[config.mk]
export PLATFORM = sky130hd
export DESIGN_NAME = sbox_array_flat
export DESIGN_NICKNAME = d
export VERILOG_FILES = /design/src/rtl/sbox_array_if.sv /design/src/rtl/sbox_array.sv /design/src/flat_wrapper.sv
export SDC_FILE = /design/constraint.sdc
export NUM_CORES = 2
export LEC_CHECK = 0
export BUFFER_PORTS_ARGS = -buffer_cell sky130_fd_sc_hd__clkbuf_2
export CORE_MARGIN = 2
export CORE_UTILIZATION = 60
export CTS_BUF_LIST = sky130_fd_sc_hd__clkbuf_8
export DETAILED_ROUTE_END_ITERATION = 8
export PLACE_DENSITY = 0.79
export SETUP_SLACK_MARGIN = 0.2
export SLEW_MARGIN = 10
export SYNTH_ARGS = -nofsm -noshare
export SYNTH_HDL_FRONTEND = slang
export SYNTH_SLANG_ARGS = --single-unit
[constraint.sdc]
create_clock -name clk -period 6 [get_ports clk]
set_clock_uncertainty 0.15 [all_clocks]
set_input_delay 0.6 -clock clk [delete_from_list [all_inputs] [get_ports clk]]
set_output_delay 0.6 -clock clk [all_outputs]
set_load 0.005 [all_outputs]
[src/rtl/sbox_array_if.sv]
// sbox_array_if: valid/ready bus for the multi-lane AES byte-substitution unit.
//   in_valid/in_ready/in_data/in_inv    : input transfer (bytes plus mode bit)
//   out_valid/out_ready/out_data/out_inv : result transfer (bytes plus mode bit)
// master drives the input side and consumes results; slave is the unit.
interface sbox_array_if #(
  parameter int LANES = 16
);
  logic               in_valid;
  logic               in_ready;
  logic [8*LANES-1:0] in_data;
  logic               in_inv;
  logic               out_valid;
  logic               out_ready;
  logic [8*LANES-1:0] out_data;
  logic               out_inv;

  modport master (
    output in_valid, in_data, in_inv, out_ready,
    input  in_ready, out_valid, out_data, out_inv
  );

  modport slave (
    input  in_valid, in_data, in_inv, out_ready,
    output in_ready, out_valid, out_data, out_inv
  );
endinterface

[src/rtl/sbox_array.sv]
// sbox_array: three-stage pipelined AES S-box / inverse S-box over LANES bytes.
//   clk   : rising-edge clock
//   rst_n : synchronous active-low reset
//   bus   : sbox_array_if.slave (input transfer with mode, output transfer with mode)
// S1: input map (inverse affine for inverse mode, then isomorphic map).
// S2: GF((2^4)^2) inversion. S3: inverse isomorphic map, plus affine in forward mode.
// Tower field: GF(4) y^2+y+1, GF(16) x^2+x+phi (phi=2), GF(256) z^2+z+lambda (lambda=0xC).
module sbox_array #(
  parameter int LANES  = 16,
  parameter bit INV_EN = 1'b1
) (
  input logic       clk,
  input logic       rst_n,
  sbox_array_if.slave bus
);
  localparam int W = 8 * LANES;

  function automatic logic [1:0] gf4Mul(input logic [1:0] a, input logic [1:0] b);
    return {(a[1] & b[1]) ^ (a[1] & b[0]) ^ (a[0] & b[1]),
            (a[1] & b[1]) ^ (a[0] & b[0])};
  endfunction

  function automatic logic [3:0] gf16Mul(input logic [3:0] a, input logic [3:0] b);
    logic [1:0] hh, hl, ll;
    hh = gf4Mul(a[3:2], b[3:2]);
    hl = gf4Mul(a[3:2], b[1:0]) ^ gf4Mul(a[1:0], b[3:2]);
    ll = gf4Mul(a[1:0], b[1:0]);
    return {hh ^ hl, gf4Mul(hh, 2'b10) ^ ll};
  endfunction

  // In GF(4) the inverse equals the square (0 maps to 0).
  function automatic logic [3:0] gf16Inv(input logic [3:0] a);
    logic [1:0] d, di;
    d  = gf4Mul(gf4Mul(a[3:2], a[3:2]), 2'b10) ^ gf4Mul(a[3:2], a[1:0])
       ^ gf4Mul(a[1:0], a[1:0]);
    di = gf4Mul(d, d);
    return {gf4Mul(a[3:2], di), gf4Mul(a[3:2] ^ a[1:0], di)};
  endfunction

  function automatic logic [7:0] gf256Inv(input logic [7:0] q);
    logic [3:0] d, di;
    d  = gf16Mul(gf16Mul(q[7:4], q[7:4]), 4'hC) ^ gf16Mul(q[7:4], q[3:0])
       ^ gf16Mul(q[3:0], q[3:0]);
    di = gf16Inv(d);
    return {gf16Mul(q[7:4], di), gf16Mul(q[7:4] ^ q[3:0], di)};
  endfunction

  function automatic logic [7:0] isoMap(input logic [7:0] a);
    logic [7:0] q;
    q[7] = a[7] ^ a[5];
    q[6] = a[7] ^ a[6] ^ a[4] ^ a[3] ^ a[2] ^ a[1];
    q[5] = a[7] ^ a[5] ^ a[3] ^ a[2];
    q[4] = a[7] ^ a[5] ^ a[3] ^ a[2] ^ a[1];
    q[3] = a[7] ^ a[6] ^ a[2] ^ a[1];
    q[2] = a[7] ^ a[4] ^ a[3] ^ a[2] ^ a[1];
    q[1] = a[6] ^ a[4] ^ a[1];
    q[0] = a[6] ^ a[1] ^ a[0];
    return q;
  endfunction

  function automatic logic [7:0] isoInv(input logic [7:0] q);
    logic [7:0] a;
    a[7] = q[7] ^ q[6] ^ q[5] ^ q[1];
    a[6] = q[6] ^ q[2];
    a[5] = q[6] ^ q[5] ^ q[1];
    a[4] = q[6] ^ q[5] ^ q[4] ^ q[2] ^ q[1];
    a[3] = q[5] ^ q[4] ^ q[3] ^ q[2] ^ q[1];
    a[2] = q[7] ^ q[4] ^ q[3] ^ q[2] ^ q[1];
    a[1] = q[5] ^ q[4];
    a[0] = q[6] ^ q[5] ^ q[4] ^ q[2] ^ q[0];
    return a;
  endfunction

  function automatic logic [7:0] rotl(input logic [7:0] x, input int unsigned n);
    logic [15:0] t;
    t = {x, x} << n;
    return t[15:8];
  endfunction

  function automatic logic [7:0] affFwd(input logic [7:0] x);
    return x ^ rotl(x, 1) ^ rotl(x, 2) ^ rotl(x, 3) ^ rotl(x, 4) ^ 8'h63;
  endfunction

  function automatic logic [7:0] affInv(input logic [7:0] b);
    return rotl(b, 1) ^ rotl(b, 3) ^ rotl(b, 6) ^ 8'h05;
  endfunction

  logic         s1Valid, s2Valid, s3Valid;
  logic         s1Inv, s2Inv, s3Inv;
  logic [W-1:0] s1Data, s2Data, s3Data;
  logic [W-1:0] s1Next, s2Next, s3Next;
  logic         s1Load, s2Load, s3Load;
  logic         s1Adv, s2Adv, s3Adv;
  logic         modeIn;

  assign modeIn = INV_EN & bus.in_inv;

  // Advance chain runs backwards from out_ready, so in_ready is combinational on it.
  always_comb begin
    s3Adv  = s3Valid & bus.out_ready;
    s3Load = ~s3Valid | s3Adv;
    s2Adv  = s2Valid & s3Load;
    s2Load = ~s2Valid | s2Adv;
    s1Adv  = s1Valid & s2Load;
    s1Load = ~s1Valid | s1Adv;
  end

  always_comb begin
    s1Next = '0;
    s2Next = '0;
    s3Next = '0;
    for (int unsigned k = 0; k < LANES; k++) begin
      s1Next[8*k +: 8] = isoMap(modeIn ? affInv(bus.in_data[8*k +: 8]) : bus.in_data[8*k +: 8]);
      s2Next[8*k +: 8] = gf256Inv(s1Data[8*k +: 8]);
      s3Next[8*k +: 8] = s2Inv ? isoInv(s2Data[8*k +: 8]) : affFwd(isoInv(s2Data[8*k +: 8]));
    end
  end

  always_ff @(posedge clk) begin
    if (!rst_n) begin
      s1Valid <= 1'b0;
      s2Valid <= 1'b0;
      s3Valid <= 1'b0;
      s1Inv   <= 1'b0;
      s2Inv   <= 1'b0;
      s3Inv   <= 1'b0;
      s1Data  <= '0;
      s2Data  <= '0;
      s3Data  <= '0;
    end else begin
      if (s1Load) s1Valid <= bus.in_valid;
      if (s1Load && bus.in_valid) begin
        s1Data <= s1Next;
        s1Inv  <= modeIn;
      end
      if (s2Load) s2Valid <= s1Valid;
      if (s1Adv) begin
        s2Data <= s2Next;
        s2Inv  <= s1Inv;
      end
      if (s3Load) s3Valid <= s2Valid;
      if (s2Adv) begin
        s3Data <= s3Next;
        s3Inv  <= s2Inv;
      end
    end
  end

  assign bus.in_ready  = rst_n & s1Load;
  assign bus.out_valid = s3Valid;
  assign bus.out_data  = s3Data;
  assign bus.out_inv   = s3Inv;
endmodule

[src/flat_wrapper.sv]
// flat-port wrapper written by rule: the top's interface ports become plain ports
module sbox_array_flat 
#(
  parameter int LANES  = 16,
  parameter bit INV_EN = 1'b1
)
  (clk, rst_n, bus_in_valid, bus_in_data, bus_in_inv, bus_out_ready, bus_in_ready, bus_out_valid, bus_out_data, bus_out_inv);
  sbox_array_if #(.LANES(LANES)) bus_i ();
  input logic clk;
  input logic rst_n;
  input wire logic [$bits(bus_i.in_valid)-1:0] bus_in_valid;
  input wire logic [$bits(bus_i.in_data)-1:0] bus_in_data;
  input wire logic [$bits(bus_i.in_inv)-1:0] bus_in_inv;
  input wire logic [$bits(bus_i.out_ready)-1:0] bus_out_ready;
  output wire logic [$bits(bus_i.in_ready)-1:0] bus_in_ready;
  output wire logic [$bits(bus_i.out_valid)-1:0] bus_out_valid;
  output wire logic [$bits(bus_i.out_data)-1:0] bus_out_data;
  output wire logic [$bits(bus_i.out_inv)-1:0] bus_out_inv;
  assign bus_i.in_valid = bus_in_valid;
  assign bus_i.in_data = bus_in_data;
  assign bus_i.in_inv = bus_in_inv;
  assign bus_i.out_ready = bus_out_ready;
  assign bus_in_ready = bus_i.in_ready;
  assign bus_out_valid = bus_i.out_valid;
  assign bus_out_data = bus_i.out_data;
  assign bus_out_inv = bus_i.out_inv;
  sbox_array #(.LANES(LANES), .INV_EN(INV_EN)) u_core (.clk(clk), .rst_n(rst_n), .bus(bus_i));
endmodule
==> flow_summary.yaml <==
run_status:
  outcome: "finished, final reports clean"
floorplan:
  die_h_um: 277
  dieArea_um2: 76900
  die_width_um: 277
  row_count: 100
  io_pins: 264
  core_um2: 74200
  initial_utilization: 0.604
clocking:
  postCtsSetupRepairBufs: 0
  cts_hold_buf: 0
  path_clk_slew_ps: 70
  root_buffer: "clkbuf_8"
  worstSkewPairLatency_ps: 690
  cts_sinks: 390
  cts_resized: 0
  htree_levels: 3
  cts_made_buffers: 75
  cts_buffer_depth: 3
  cts_tree: "done"
cells_and_area:
  layout.nets: 5993
  final_cell_mix: "xnor2_1, nand2_1, nor2_1, dfxtp_1, o21ai_0"
  final_common_cell: "xnor2_1"
  drive_above_1_share: 0.0996
  area_delta_synth_final_pct: 5.37
  fin_area_um2: 47200
grt:
  grt_max_degree: 192
  antenna_found_initial: 4
  grt_pass1_vias: 36800
  grt_pass1_wl_um: 184000
  grt_overflow: 0
  grt_usage: 0.280
critical_path:
  start_kind: "flop"
  path_class: "flop to flop"
  required_ps: 6390
  cp_top_family: "XOR/XNOR gates"
  slowest_delay_ps: 800
  arrival_ps: 5670
  worstPathCellList: "inv_1 > ha_1 > xnor2_1 > xor2_1 > xnor2_1 > xnor2_1 > ha_1 > inv_1 > or4_1 > a311oi_2 > nor2_1 > and4_1 > a211oi_1 > xor2_1 > o21ai_1"
  crit_fanout: 15
  cp_common_cell: "xnor2_1"
  critPathBufInv: 2
  critical_path.slowest_cell: "xnor2_1"
  endpoint_kind: "flop"
sta:
  relSlewSlack: 0.246
  drv_slew: 0
  worst_slew_pin_slew_ps: 1120
  fmax_ghz: 0.190
  period_minus_slack_ps: 5270
  finalSetupViolCount: 0
  rsz0062_at_grt: "no"
  hold_viol: 0
  fin_tns_setup_ps: 0
  period_share: 0.879
routing:
  drtIter0Drc: 3116
  first_pass_iters: 6
  dr.max_layer_used: "met5"
  wl_per_cell_um: 16.6
  ant_nets: 0
  met3WireLength_um: 6010
  met2_length_um: 52400
  vias: 40200
  wl_met1_um: 50100
  drt-total-wl_um: 112000
  post_drt_via_cell_ratio: 5.96
  drt_drc_violations_left: 0
synthesis:
  ys_seq_area_frac: 0.174
  yosys_warnings: 0
  synth_area_um2: 44800
  syn_nets: 6106
  avgSynthCellArea_um2: 7.69
  syn_inst: 5829
  synth_seq_cells: 390
  synth-main-ff-cell: "dfxtp_1"
  async_flop_share: 0
  synth_edf_count: 0
  ys_types: 125
placed_design:
  hpwl_um: 80000
  gp_congestion: 0.912
  placed_area_um2: 45600
  io_buffers: 263
hold_path:
  hold_class: "input port to flop"
run:
  cap_violations: 0
## sequential cells by signal (all words and copies together), names as in the netlist
register,count
u_core.s2Data,128
u_core.bus.out_valid,1
u_core.s1Data,128
u_core.bus.out_data,128
u_core.s2Inv,1
u_core.s2Valid,1
u_core.bus.out_inv,1
u_core.s1Inv,1
u_core.s1Valid,1
## metrics by stage
step	setup slack, ps	hold slack [ps]	util	std cells
global route	304	88.0	0.636	6744
detailed placement	809	294	0.615	6608
floorplan	1280	282	-	5829
finish	725	77.2	0.636	6744
CTS	774	26.2	0.636	6742
global placement	964	285	0.615	6608
## worst reg2reg max path, cell delays in order (launching register included)
cell	delay, ps
dfxtp_1	620
inv_1	200
ha_1	380
xnor2_1	260
xor2_1	220
xnor2_1	110
xnor2_1	800
ha_1	450
inv_1	200
or4_1	570
a311oi_2	310
nor2_1	140
and4_1	230
a211oi_1	260
xor2_1	170
o21ai_1	60
## worst paths after layout
| path | slack, ps | from | endpoint | depth (start not counted) |
|---|---|---|---|---|
| setup / recovery | 730 | u_core.s1Data[78] | u_core.s2Data[79] | 15 |
| hold / removal | 80 | bus_in_valid | u_core.s1Valid | 3 |
| setup reg to reg | 730 | u_core.s1Data[78] | u_core.s2Data[79] | 15 |
| hold reg to reg | 300 | u_core.bus.out_data[0] | u_core.bus.out_data[0] | 2 |
## kinds of logic after synthesis
logic type / Yosys count / share of synthesized area
and+or+nand+nor: 1653 / 0.174
AOI/OAI and AO/OA: 1466 / 0.214
xor gates and xnor gates: 1379 / 0.302
buffers and inverters: 640 / 0.0602
DFF: 390 / 0.174
muxes: 157 / 0.0357
adders and majority gates: 144 / 0.0402
## cell usage after synthesis, drive strengths merged (30+ instances only)
cell type  count  area [µm²]
buf          144         754
nand2        605        2290
xnor2        962        8600
a311oi        32         299
nor2b         73         457
a21o          32         241
or3           40         250
clkbuf       345        1340
nor3          69         365
nor4          34         234
a211oi       218        1670
xor2         329        2930
a221oi        46         434
xnor3         75        1700
mux2i        136        1360
a21oi        327        1640
ha           144        1800
o21ai        408        2050
o22ai         40         263
a31oi         30         188
nand3         99         505
nor2         460        1740
o211ai        74         566
a22oi         76         586
inv          143         537
nand2b        75         472
dfxtp        390        7810
## final cells by class
class,instances,area (µm²)
multi-input cells,4799,34300
fillers,6510,27000
flip-flops and latches,390,7810
repair buffers,304,1700
clock buffers,90,1240
well taps,969,1210
inverters,146,558
clock inverters,44,348
diodes,2,5.00
## metal layers
| metal | vias to the layer above | track usage |
|---|---|---|
| met4 | 4 | 0.0904 |
| met2 | 1132 | 0.472 |
| met5 | - | 0 |
| met1 | 18800 | 0.369 |
| li1 | 20100 | - |
| met3 | 199 | 0.0376 |
Power is not shown: default switching activity piles up to over one toggle a cycle in this logic, so the estimate is an artifact.
